### src/rtl/spi_shift_engine_if.sv
// Control-side bundle for spi_shift_engine.
// The master modport is the SPI control FSM; the slave modport is the engine.
interface spi_shift_engine_if #(
  parameter int DATA_W = 8,
  parameter int CNT_W  = $clog2(DATA_W + 1)
);
  logic              Start;
  logic              LsbFirst;
  logic [DATA_W-1:0] TxData;
  logic              Abort;
  logic [DATA_W-1:0] RxData;
  logic              Busy;
  logic              Done;
  logic [CNT_W-1:0]  BitCnt;

  modport master (
    output Start, LsbFirst, TxData, Abort,
    input  RxData, Busy, Done, BitCnt
  );

  modport slave (
    input  Start, LsbFirst, TxData, Abort,
    output RxData, Busy, Done, BitCnt
  );
endinterface

### src/rtl/spi_shift_engine.sv
// SPI shift engine: one register serialises TxData and deserialises SerIn.
// Strobes come from the SPI clock generator; control via spi_shift_engine_if.
module spi_shift_engine #(
  parameter int   DATA_W   = 8,
  parameter int   CNT_W    = $clog2(DATA_W + 1),
  parameter logic IDLE_OUT = 1'b0
) (
  input  logic                  Clk,
  input  logic                  Rst_n,
  spi_shift_engine_if.slave     ctl,
  input  logic                  SampleStb,
  input  logic                  ShiftStb,
  input  logic                  SerIn,
  output logic                  SerOut
);

  typedef enum logic [1:0] {
    S_IDLE,
    S_ACTIVE,
    S_DONE
  } state_t;

  state_t            state, nxt;
  logic [DATA_W-1:0] shreg;
  logic [DATA_W-1:0] sh_nxt;
  logic [DATA_W-1:0] rx_q;
  logic [CNT_W-1:0]  cnt;
  logic              latch;
  logic              dir;
  logic              in_bit;
  logic              last;

  // Coincident strobes take SerIn directly instead of the stale latch
  assign in_bit = SampleStb ? SerIn : latch;
  assign last   = (cnt == CNT_W'(DATA_W - 1));
  assign sh_nxt = dir ? {in_bit, shreg[DATA_W-1:1]}
                      : {shreg[DATA_W-2:0], in_bit};

  always_comb begin
    nxt = state;
    unique case (state)
      S_IDLE:   if (ctl.Start) nxt = S_ACTIVE;
      S_ACTIVE: begin
        if (ctl.Abort)           nxt = S_IDLE;
        else if (ShiftStb && last) nxt = S_DONE;
      end
      S_DONE:   nxt = S_IDLE;
      default:  nxt = S_IDLE;
    endcase
  end

  always_ff @(posedge Clk or negedge Rst_n) begin
    if (!Rst_n) begin
      state <= S_IDLE;
      shreg <= '0;
      rx_q  <= '0;
      cnt   <= '0;
      latch <= 1'b0;
      dir   <= 1'b0;
    end else begin
      state <= nxt;
      unique case (state)
        S_IDLE: begin
          if (ctl.Start) begin
            shreg <= ctl.TxData;
            dir   <= ctl.LsbFirst;
            cnt   <= '0;
            latch <= 1'b0;
          end
        end
        S_ACTIVE: begin
          if (ctl.Abort) begin
            cnt <= '0;
          end else begin
            if (SampleStb) latch <= SerIn;
            if (ShiftStb) begin
              shreg <= sh_nxt;
              cnt   <= cnt + CNT_W'(1);
              if (last) rx_q <= sh_nxt;
            end
          end
        end
        S_DONE: begin
          if (ctl.Abort) cnt <= '0;
        end
        default: ;
      endcase
    end
  end

  always_comb begin
    SerOut = IDLE_OUT;
    if (state == S_ACTIVE)
      SerOut = dir ? shreg[0] : shreg[DATA_W-1];
  end

  assign ctl.Busy   = (state != S_IDLE);
  assign ctl.Done   = (state == S_DONE);
  assign ctl.BitCnt = cnt;
  assign ctl.RxData = rx_q;

endmodule
### src/flat_wrapper.sv
// flat-port wrapper written by rule: the top's interface ports become plain ports
module spi_shift_engine_flat 
#(
  parameter int   DATA_W   = 8,
  parameter int   CNT_W    = $clog2(DATA_W + 1),
  parameter logic IDLE_OUT = 1'b0
)
  (Clk, Rst_n, SampleStb, ShiftStb, SerIn, SerOut, ctl_Start, ctl_LsbFirst, ctl_TxData, ctl_Abort, ctl_RxData, ctl_Busy, ctl_Done, ctl_BitCnt);
  spi_shift_engine_if #(.DATA_W(DATA_W), .CNT_W(CNT_W)) ctl_i ();
  input  logic Clk;
  input  logic Rst_n;
  input  logic SampleStb;
  input  logic ShiftStb;
  input  logic SerIn;
  output logic SerOut;
  input wire logic [$bits(ctl_i.Start)-1:0] ctl_Start;
  input wire logic [$bits(ctl_i.LsbFirst)-1:0] ctl_LsbFirst;
  input wire logic [$bits(ctl_i.TxData)-1:0] ctl_TxData;
  input wire logic [$bits(ctl_i.Abort)-1:0] ctl_Abort;
  output wire logic [$bits(ctl_i.RxData)-1:0] ctl_RxData;
  output wire logic [$bits(ctl_i.Busy)-1:0] ctl_Busy;
  output wire logic [$bits(ctl_i.Done)-1:0] ctl_Done;
  output wire logic [$bits(ctl_i.BitCnt)-1:0] ctl_BitCnt;
  assign ctl_i.Start = ctl_Start;
  assign ctl_i.LsbFirst = ctl_LsbFirst;
  assign ctl_i.TxData = ctl_TxData;
  assign ctl_i.Abort = ctl_Abort;
  assign ctl_RxData = ctl_i.RxData;
  assign ctl_Busy = ctl_i.Busy;
  assign ctl_Done = ctl_i.Done;
  assign ctl_BitCnt = ctl_i.BitCnt;
  spi_shift_engine #(.DATA_W(DATA_W), .CNT_W(CNT_W), .IDLE_OUT(IDLE_OUT)) u_core (.Clk(Clk), .Rst_n(Rst_n), .ctl(ctl_i), .SampleStb(SampleStb), .ShiftStb(ShiftStb), .SerIn(SerIn), .SerOut(SerOut));
endmodule
### config.mk
export PLATFORM = sky130hd
export DESIGN_NAME = spi_shift_engine_flat
export DESIGN_NICKNAME = d
export VERILOG_FILES = /design/src/rtl/spi_shift_engine_if.sv /design/src/rtl/spi_shift_engine.sv /design/src/flat_wrapper.sv
export SDC_FILE = /design/constraint.sdc
export NUM_CORES = 1
export LEC_CHECK = 0
export CAP_MARGIN = 20
export CORE_MARGIN = 3
export CORE_UTILIZATION = 44
export CTS_CLUSTER_DIAMETER = 40
export CTS_CLUSTER_SIZE = 12
export DETAILED_ROUTE_END_ITERATION = 16
export MAX_ROUTING_LAYER = met4
export PLACE_DENSITY = 0.78
export SETUP_SLACK_MARGIN = 0.05
export SLEW_MARGIN = 20
export SYNTH_ARGS = -nofsm -noshare
export SYNTH_HDL_FRONTEND = slang
export SYNTH_SLANG_ARGS = --single-unit
### constraint.sdc
create_clock -name Clk -period 1.8 [get_ports Clk]
set_clock_uncertainty 0.1 [all_clocks]
set_input_delay 0.36 -clock Clk [delete_from_list [all_inputs] [get_ports Clk]]
set_output_delay 0.36 -clock Clk [all_outputs]
set_load 0.02 [all_outputs]
## Word-level counts from Yosys, hierarchy flattened

Index checks and enable logic that the tools add are counted.
W data, S select, Z words.

| storage, ports and cells | value |
|---|---|
| register bits | 24 |
| output and inout bits | 15 |
| logic and storage cells | 48 |

| operators by class | value |
|---|---|
| add/sub/neg operators | 1 |
| equal/unequal tests | 9 |
| mux-type cells | 20 |
| bitwise operators | 1 |
| reduce and logical (&&, ||, !) cells | 11 |

Operators with widths:

| operator | count |
|---|---|
| $mux W8 | 4 |
| $mux W4 | 4 |
| $pmux W8 S2 | 1 |
| $pmux W4 S3 | 1 |
| $reduce_and A4 Y1 | 3 |
| $ne A2 B2 Y1 const B | 4 |
| $mux W2 | 3 |
| $mux W1 | 5 |
| $add A4 B1 Y4 const B | 1 |
| $eq A4 B3 Y1 const B | 1 |
| $pmux W2 S2 | 1 |
| $reduce_and A2 Y1 | 2 |
| $reduce_bool A2 Y1 | 2 |
| $ne A3 B2 Y1 const B | 1 |
| $ne A3 B3 Y1 const B | 1 |
| $reduce_and A3 Y1 | 1 |
| $reduce_bool A3 Y1 | 1 |
| $eq A2 B1 Y1 const B | 1 |
| $eq A2 B2 Y1 const B | 1 |
| $logic_not A2 Y1 | 1 |
| $pmux W1 S2 | 1 |
| $logic_and A1 B1 Y1 | 1 |
| $not A1 Y1 | 1 |

## Logic depth before layout (Yosys ltp)

Gate-level depths: netlist of run 1.

| logic depth | value |
|---|---|
| depth after elaboration | 5 |
| depth in mapped cells | 5 |
| depth with buffers taken out | 4 |

## Worst setup path after synthesis of run 1

OpenSTA, ideal clock, no wires.

| timing | value |
|---|---|
| path kind | register to register |
| from | register u_core.state[1] |
| to | register u_core.rx_q[0] (netlist: u_core.ctl.RxData[0]) |
| setup time | 0.125 ns |
| arrival | 1.634 ns |
| required time | 1.575 ns |
| slack | -0.059 ns |
| cell stages (with the launch flop) | 4 |
| buffers on the path | 0 |
| period minus slack after synthesis | 1.859 ns |
| cell sequence | dfrtp_1 or3b_4 nor4_4 mux2_2 |

| between the ends | value |
|---|---|
| cells in the longest elaborated chain, start to end | 2 |

Ends and longest elaborated chain:

| item | line | RTL |
|---|---|---|
| from (decl) | spi_shift_engine.sv:23 | `state_t state, nxt;` |
| from (signal assigned) | spi_shift_engine.sv:61 | `state <= nxt;` |
| $eq A2 B1 Y1 | spi_shift_engine.sv:62 | `unique case (state)` |
| $reduce_and A4 Y1 (no source line) | n/a |  |
| to (signal assigned) | spi_shift_engine.sv:79 | `if (last) rx_q <= sh_nxt;` |
| to (decl) | spi_shift_engine.sv:26 | `logic [DATA_W-1:0] rx_q;` |

No other way between the ends.
A chain may end at the register's enable or synchronous reset.

## Worst setup path in the final report of run 1

| timing | value |
|---|---|
| from | register u_core.state[1] |
| to | register u_core.rx_q[5] (netlist: u_core.ctl.RxData[5]) |

The elaborated chain is that of the path after synthesis.

==> results of run 1 <==
==> synth_stat cells, drive strengths merged <==
library cell	instances	area, sq um
nand2b	4	25.0
nor4	1	21.3
nor4bb	1	10.0
nor3	2	10.0
ha	1	12.5
a221oi	4	35.0
or3b	2	20.0
nand2	3	11.3
nor2	2	7.51
or3	1	6.26
nand3b	1	7.51
mux2	28	315
nor2b	3	18.8
nor3b	2	15.0
buf	2	7.51
and3	1	6.26
and4b	1	10.0
clkbuf	3	11.3
inv	5	18.8
a21oi	2	13.8
o21ai	5	25.0
mux2i	5	50.1
or2	1	6.26
nand3	2	10.0
a31oi	2	12.5
and3b	1	8.76
dfrtp	24	601
==> report_power, final <==
group,total (mW),switching [mW],internal [mW]
Clock,0.398,0.173,0.225
Sequential,0.747,0.103,0.644
Combinational,0.629,0.244,0.385
Total,1.77,0.519,1.25
==> worst reg2reg max path, stage by stage, from the launching register on <==
cell and delay [ps]:
dfrtp_1 450, or3b_4 430, nor4_4 150, buf_6 180
mux2_2 340
==> logic make-up (layout without fill, tap and decap cells) <==
group           Yosys count  in the layout  share of synthesized area
fa+ha+maj                 1              1                    0.00965
mux                      33             33                      0.282
flops                    24             24                      0.463
simple gates             28             28                      0.150
buf+inv                  10             58                     0.0290
compound gates           13             13                     0.0666
==> flip-flops by register name, indices dropped and copies added (netlist names) <==
signal             count
u_core.ctl.RxData      8
u_core.shreg           8
u_core.ctl.BitCnt      4
u_core.state           2
u_core.dir             1
u_core.latch           1
==> through the flow <==
step / setup slack, ps / instances / TNS (ps) / hold slack, ps
6_report: 54.1 / 188 / 0 / 268
2_1_floorplan: 16.0 / 109 / 0 / -35.6
4_1_cts: 53.1 / 188 / 0 / 277
3_5_place_dp: -300 / 182 / -4190 / 395
3_3_place_gp: -286 / 182 / -3880 / 390
5_1_grt: -19.4 / 188 / -98.0 / 289
==> placed cells by master (no fill, tap or decap), types with 2 or more instances in the layout <==
cell / netlist / layout
a31oi_1: 2 / 2
o21ai_0: 5 / 5
a221oi_1: 4 / 3
dlygate4sd2_1: 0 / 12
nand2_1: 3 / 3
or3b_4: 1 / 2
dfrtp_2: 0 / 3
nor3_1: 2 / 2
buf_6: 0 / 3
dfrtp_1: 24 / 21
nand3_1: 2 / 2
inv_1: 5 / 5
buf_2: 0 / 2
buf_4: 0 / 17
mux2_4: 0 / 6
nor2b_1: 3 / 2
clkdlybuf4s50_1: 0 / 15
mux2i_1: 5 / 5
nor2_1: 2 / 2
nand2b_1: 4 / 3
nor3b_1: 2 / 2
mux2_2: 28 / 22
clkbuf_4: 0 / 3
==> worst max-delay path by stage <==
stage,startpoint,end,slack [ps],depth (start not counted)
3_3_place_gp,ctl_Abort,u_core.ctl.RxData[2],-290,5
6_report,u_core.state[1],u_core.ctl.RxData[5],50,4
4_1_cts,u_core.state[1],ctl_Done,50,3
3_5_place_dp,ctl_Abort,u_core.ctl.RxData[4],-300,5
5_1_grt,u_core.state[1],u_core.ctl.RxData[6],-20,4
2_1_floorplan,u_core.state[1],u_core.ctl.RxData[0],20,3
==> area by class of cell <==
cell class                      instances  area share
Timing Repair Buffer                   49       0.232
Tap cell                               31      0.0211
Multi-Input combinational cell         75       0.380
Clock inverter                          1      0.0163
Inverter                                5      0.0102
Clock buffer                            3      0.0122
Sequential cell                        24       0.328
==> timing repair <==
item	4_1_cts	5_1_grt
gates resized for setup	26	13
setup buffers	2	0
setup endpoints to repair	23	19
==> metal layers <==
metal | routed length (um) | vias to the layer above | global-route usage
met1 | 1290 | 495 | 0.223
met4 | 23 | 0 | 0.0380
met3 | 106 | 2 | 0.0389
met5 | 0 | - | -
li1 | - | 491 | -
met2 | 1530 | 18 | 0.302
==> qor.csv, run 1 <==
metric;value;unit
outcome;completed;
total placed instance area;1750;sq um
cell depth of the worst flop-to-flop path;4;
core area;2780;sq um
worst path cell trace;or3b_4 -> nor4_4 -> buf_6 -> mux2_2;
cell count after synthesis;109;
die width;60.3;um
HPWL Detailed;2150;um
CTS Buf Count;3;
Fillers;225;
Die Area;3630;sq um
Critical Path RT;1920;ps
Initial Utilization;0.466;
syn nets;126;
area occupied by multi-input gates;699;sq um
Crit. End Element;flop;
Slew @ Worst Pin;311;ps
kind of cell adding the most delay to the critical path;simple AND/OR/NAND/NOR gates;
CP max stage delay;450;ps
post-cts hold buffer count;0;
crit path launch type;flop;
Avg Cell Area, Syn;11.9;sq um
max-slew violation count;0;
CTS tree;yes;
Power, Total;1.77;mW
All-Layer GR Usage;0.181;
vias per inst;5.35;
PwrDens;963;nW/um^2
PortBufs;30;
first-pass GRT wire length;4690;um
Slowest cell on crit path;dfrtp_1;
vias in the first global route;1020;
clk_lat worst skew;320;ps
Die Span Y;60.3;um
post-synthesis cell area;1300;sq um
total gr overflow;0;
number of diodes;0;
Clock transition at path regs;140;ps
Final Hold Fails;0;
Detail Route Antenna Nets;0;
layout cells sized above 1;0.414;
largest net degree at the start of global routing;25;
RSZ-0062 raised after global routing;yes;
Synth Register Bits;24;
sequential area share after synthesis;0.463;
Design Area, Final;1840;sq um
clock root cell;clkbuf_4;
wire per inst;15.7;um
VDD IR max;1.29;mV
yosys warns;0;
FF-to-FF Start;u_core.state[1];
io pins;31;
register area;604;sq um
crit path max fanout;9;
Max Cap Viol;0;
final design utilization;0.662;
count of different cell masters after synthesis;29;
Max-Slew Margin vs Limit;0.792;
DRT Wirelength;2950;um
Via Count;1006;
FF-to-FF setup slack;50;ps
WP buf/inv;1;
static leakage;0.897;nW
Worst Path Class, Setup;reg2reg;
Final min period;1750;ps
drt drc;0;
nets@finish;175;
row cnt;19;
RePlAce Congestion;0.775;
CP Data Arrival Time;1870;ps
HP Class;in2async;
initial DRC count;32;
initial antenna violation count;0;
drt first pass iters;4;
Layout area overhead;42.0;%
H-tree depth;1;
reg2reg end;u_core.ctl.RxData[5];
highest clock rate;0.573;GHz
Sink Count;24;
final setup vio count;0;
maximum clock insertion buffer count;2;
Final period util;0.970;
Power figures use the tool's default switching activity.
==> run 2: changes to the inputs <==
Settings changed: SETUP_SLACK_MARGIN 0.05 to 0.3.
==> qor.csv, run 2 (synthesis gave the netlist of run 1 again) <==
metric;value;unit;change
Final min period;1760;ps;+11.8 ps
HP Class;in2async;;
CTS tree;yes;;
first-pass GRT wire length;4970;um;+6.0%
initial antenna violation count;0;;unchanged
Die Area;3630;sq um;unchanged
wire per inst;15.9;um;+1.2%
max-slew violation count;0;;unchanged
total placed instance area;1760;sq um;+1.0%
highest clock rate;0.569;GHz;-0.67%
Initial Utilization;0.466;;unchanged
Detail Route Antenna Nets;0;;unchanged
placed cells;184;;+1.1%
vias in the first global route;1058;;+3.7%
layout cells sized above 1;0.549;;+0.135
number of diodes;0;;unchanged
commonest cells after routing, fill and taps aside;mux2_2, buf_4, dfrtp_1;;
CTS Buf Count;3;;unchanged
Slew @ Worst Pin;323;ps;+12.2 ps
post-cts hold buffer count;0;;unchanged
DRT Wirelength;3090;um;+4.9%
most common cell after layout, fill and taps aside;mux2_2;;
Final period util;0.976;;+0.00655
Sink Count;24;;unchanged
largest net degree at the start of global routing;25;;unchanged
RSZ-0062 raised after global routing;yes;;
VDD IR max;0.707;mV;-45%
Power, Total;1.77;mW;about the same
final setup TNS;0;ps;unchanged
Layout area overhead;46.2;%;
total gr overflow;0;;unchanged
PortBufs;30;;unchanged
Clock transition at path regs;140;ps;about the same
Crit. End Element;flop;;
Design Area, Final;1900;sq um;+3.0%
clk_lat worst skew;320;ps;about the same
drt drc;0;;unchanged
Die Span Y;60.3;um;unchanged
core area;2780;sq um;unchanged
static leakage;0.904;nW;+0.82%
Max-Slew Margin vs Limit;0.779;;-0.0138
nets@finish;182;;+4.0%
Max Cap Viol;0;;unchanged
Final Hold Fails;0;;unchanged
vias per inst;5.35;;about the same
io pins;31;;unchanged
CP Data Arrival Time;1880;ps;about the same
Worst Path Class, Setup;reg2reg;;
H-tree depth;1;;unchanged
All-Layer GR Usage;0.193;;+0.0122
die width;60.3;um;unchanged
crit path launch type;flop;;
Critical Path RT;1920;ps;about the same
row cnt;19;;unchanged
maximum clock insertion buffer count;2;;unchanged
clock root cell;clkbuf_4;;
final setup vio count;0;;unchanged
outcome;completed;;
PwrDens;936;nW/um^2;-2.8%
Via Count;1044;;+3.8%
RePlAce Congestion;0.798;;+3.0%
initial DRC count;24;;-25%
final std cells w/o fill;195;;+3.7%
crit path max fanout;9;;unchanged
drt first pass iters;4;;unchanged
Fillers;213;;-5.3%
register area;607;sq um;+0.41%
area occupied by multi-input gates;702;sq um;+0.36%
HPWL Detailed;2220;um;+3.1%
run 2: layout make-up:
class / count / area share
clock buffers: 3 / 0.0119
clock inverters: 1 / 0.0158
inverters: 5 / 0.00990
multi-input cells: 75 / 0.370
flip-flops and latches: 24 / 0.320
well taps: 31 / 0.0205
repair buffers: 56 / 0.251
run 2: what timing repair did:
| item | CTS | global route |
|---|---|---|
| buffers inserted | 3 | 4 |
| gates cloned | 0 | 0 |
| gates resized for setup | 50 | 32 |
| pin swaps | 0 | 3 |
| endpoints found under the setup margin | 37 | 38 |
run 2: worst paths after layout:
check                           slack [ps]                    to                  from  cells past startpoint
worst min-delay path                   280       u_core.shreg[7]                 Rst_n                      2
worst min register to register         430  u_core.ctl.RxData[4]  u_core.ctl.RxData[4]                      1
max in group asynchronous             1060  u_core.ctl.BitCnt[1]                 Rst_n                      2
min in group Clk                       360  u_core.ctl.BitCnt[0]              ShiftStb                      4
worst max-delay path                    40  u_core.ctl.RxData[2]       u_core.state[1]                      4
worst max register to register          40  u_core.ctl.RxData[2]       u_core.state[1]                      4
run 2: power breakdown:
| group | internal, mW | leakage, nW | switching (mW) |
|---|---|---|---|
| logic | 0.385 | 0.571 | 0.257 |
| registers | 0.644 | 0.305 | 0.0954 |
| clock network | 0.225 | 0.0279 | 0.168 |
run 2: per-stage QoR:
stage	worst slack, ps	utilization	hold WS [ps]
5_1_grt	-38.4	0.682	297
3_5_place_dp	-311	0.634	395
4_1_cts	10.1	0.660	280
3_3_place_gp	-277	0.634	391
2_1_floorplan	16.0	-	-35.6
6_report	42.3	0.682	275
run 2: worst max-delay path: stages (launching register included):
cell and delay [ps]:
dfrtp_2 470, or3b_4 430, nor4_4 150, buf_6 170, mux2_2 340
run 2: routing by layer:
layer | track usage | vias up | part of all wire
met5 | - | - | 0
met2 | 0.312 | 19 | 0.51
met3 | 0.0346 | 6 | 0.032
met1 | 0.243 | 506 | 0.45
li1 | - | 513 | -
met4 | 0.0633 | 0 | 0.014
==> run 3: changes to the inputs <==
Settings changed: PLACE_DENSITY 0.78 to 0.8.
Clock period 1.8 ns to 1.55 ns, I/O delays scaled along.
==> qor.csv, run 3 (synthesis gave the netlist of run 1 again) <==
metric;value;unit;change
maximum clock insertion buffer count;2;;unchanged
CTS tree;yes;;
Internal;1.53;mW;+22%
RePlAce Congestion;0.818;;+2.4%
Detail Route Antenna Nets;0;;unchanged
Worst Slack Setup Final;-289;ps;-331 ps
Layout area overhead;53.8;%;
crit path max fanout;9;;unchanged
Sink Count;24;;unchanged
cell depth of the worst flop-to-flop path;5;;+1
clock root cell;clkbuf_4;;
static leakage;0.934;nW;+3.3%
CP Data Arrival Time;1970;ps;+90 ps
Clock transition at path regs;140;ps;about the same
number of diodes;0;;unchanged
reg2reg end;u_core.ctl.RxData[0];;
Via Count;1099;;+5.3%
Max Cap Viol;0;;unchanged
final setup TNS;-4400;ps;-4400 ps
VDD IR max;0.883;mV;+25%
PwrDens;1090;nW/um^2;+16%
Max-Slew Margin vs Limit;0.784;;+0.00591
vias per inst;5.55;;+3.7%
initial DRC count;27;;+13%
Die Area;3630;sq um;unchanged
outcome;complete, but fails checks;;
io pins;31;;unchanged
clk_lat worst skew;330;ps;about the same
pre-CTS setup slack;-499;ps;-187 ps
core area;2780;sq um;unchanged
max-slew violation count;0;;unchanged
Final Hold Fails;0;;unchanged
PortBufs;30;;unchanged
Final period util;1.19;;+0.210
first-pass GRT wire length;5280;um;+6.1%
commonest cells after routing, fill and taps aside;buf_4, buf_6, dfrtp_1;;
wire per inst;16.8;um;+6.2%
Critical Path RT;1680;ps;-240 ps
Flop pwr share;0.391;;-0.026
DRT Wirelength;3330;um;+7.8%
Worst Path Class, Setup;reg2reg;;
FF-to-FF setup slack;-290;ps;-330 ps
highest clock rate;0.544;GHz;-4.4%
WHS;215;ps;-60.1 ps
largest net degree at the start of global routing;25;;unchanged
total gr overflow;0;;unchanged
crit path launch type;flop;;
total placed instance area;1820;sq um;+3.1%
vias in the first global route;1145;;+8.2%
HPWL Detailed;2360;um;+6.5%
H-tree depth;1;;unchanged
drt first pass iters;4;;unchanged
HP Class;in2async;;
All-Layer GR Usage;0.204;;+0.0114
CTS Buf Count;3;;unchanged
Die Span Y;60.3;um;unchanged
Clk network pwr share;0.214;;-0.007
Initial Utilization;0.466;;unchanged
FF-to-FF Start;u_core.state[1];;
drt drc;0;;unchanged
Design Area, Final;1990;sq um;+5.1%
layout cells sized above 1;0.533;;-0.0158
Final min period;1840;ps;+81.3 ps
Slew @ Worst Pin;314;ps;-8.62 ps
Net Sw Frac;0.294;;+0.000742
NetSw;0.638;mW;+23%
row cnt;19;;unchanged
RSZ-0062 raised after global routing;yes;;
nets@finish;185;;+1.6%
Logic pwr share;0.395;;+0.033
final setup vio count;22;;+22
failing checks;setup timing;;
die width;60.3;um;unchanged
final design utilization;0.717;;+0.0351
Crit. End Element;flop;;
initial antenna violation count;0;;unchanged
run 3: critical path, stage by stage, from the launching register on:
cell	delay [ps]
dfrtp_1	430
buf_6	130
or3b_4	410
nor4_4	150
buf_6	180
mux2_2	340
run 3: metal layers:
metal  vias up  GRT usage  routed length [um]
met5         -          -                   0
met1       552      0.257                1430
met4         0     0.0886                  54
met2        20      0.327                1730
li1        520          -                   -
met3         7     0.0259                 123
run 3: worst max-delay path by stage:
stage | start | end | slack (ps) | depth (start not counted)
2_1_floorplan | u_core.state[1] | u_core.ctl.RxData[0] | -230 | 3
3_3_place_gp | ctl_Abort | u_core.ctl.RxData[3] | -480 | 5
3_5_place_dp | ctl_Abort | u_core.ctl.RxData[3] | -500 | 5
4_1_cts | u_core.state[1] | u_core.ctl.RxData[5] | -280 | 5
5_1_grt | u_core.state[1] | u_core.ctl.RxData[6] | -360 | 5
6_report | u_core.state[1] | u_core.ctl.RxData[0] | -290 | 5
run 3: area by class of cell:
class	instances	area (sq um)
Clock inverter	1	30.0
Tap cell	31	38.8
Multi-Input combinational cell	75	716
Timing Repair Buffer	59	563
Clock buffer	3	22.5
Inverter	5	18.8
Fill cell	194	788
Sequential cell	24	604
run 3: timing repair:
action,4_1_cts,5_1_grt
cloned,0,0
gates resized for setup,101,11
hold buffers,0,0
pin swaps,1,0
setup endpoints to repair,39,39
setup buffers,2,2
run 3: power groups by stage:
stage | sequential [mW] | combinational [mW] | clock, mW
floorplan | 0.831 | 0.488 | 0
global placement | 0.848 | 0.731 | 0
detailed placement | 0.856 | 0.765 | 0
CTS | 0.847 | 0.834 | 0.467
global route | 0.871 | 0.923 | 0.496
finish | 0.849 | 0.857 | 0.465
run 3: through the flow:
stage                     total power [mW]  cells
final                                 2.17    198
after global routing                  2.29    198
after CTS                             2.15    196
after floorplan                       1.32    109
after detailed placement              1.62    190
after global placement                1.58    190
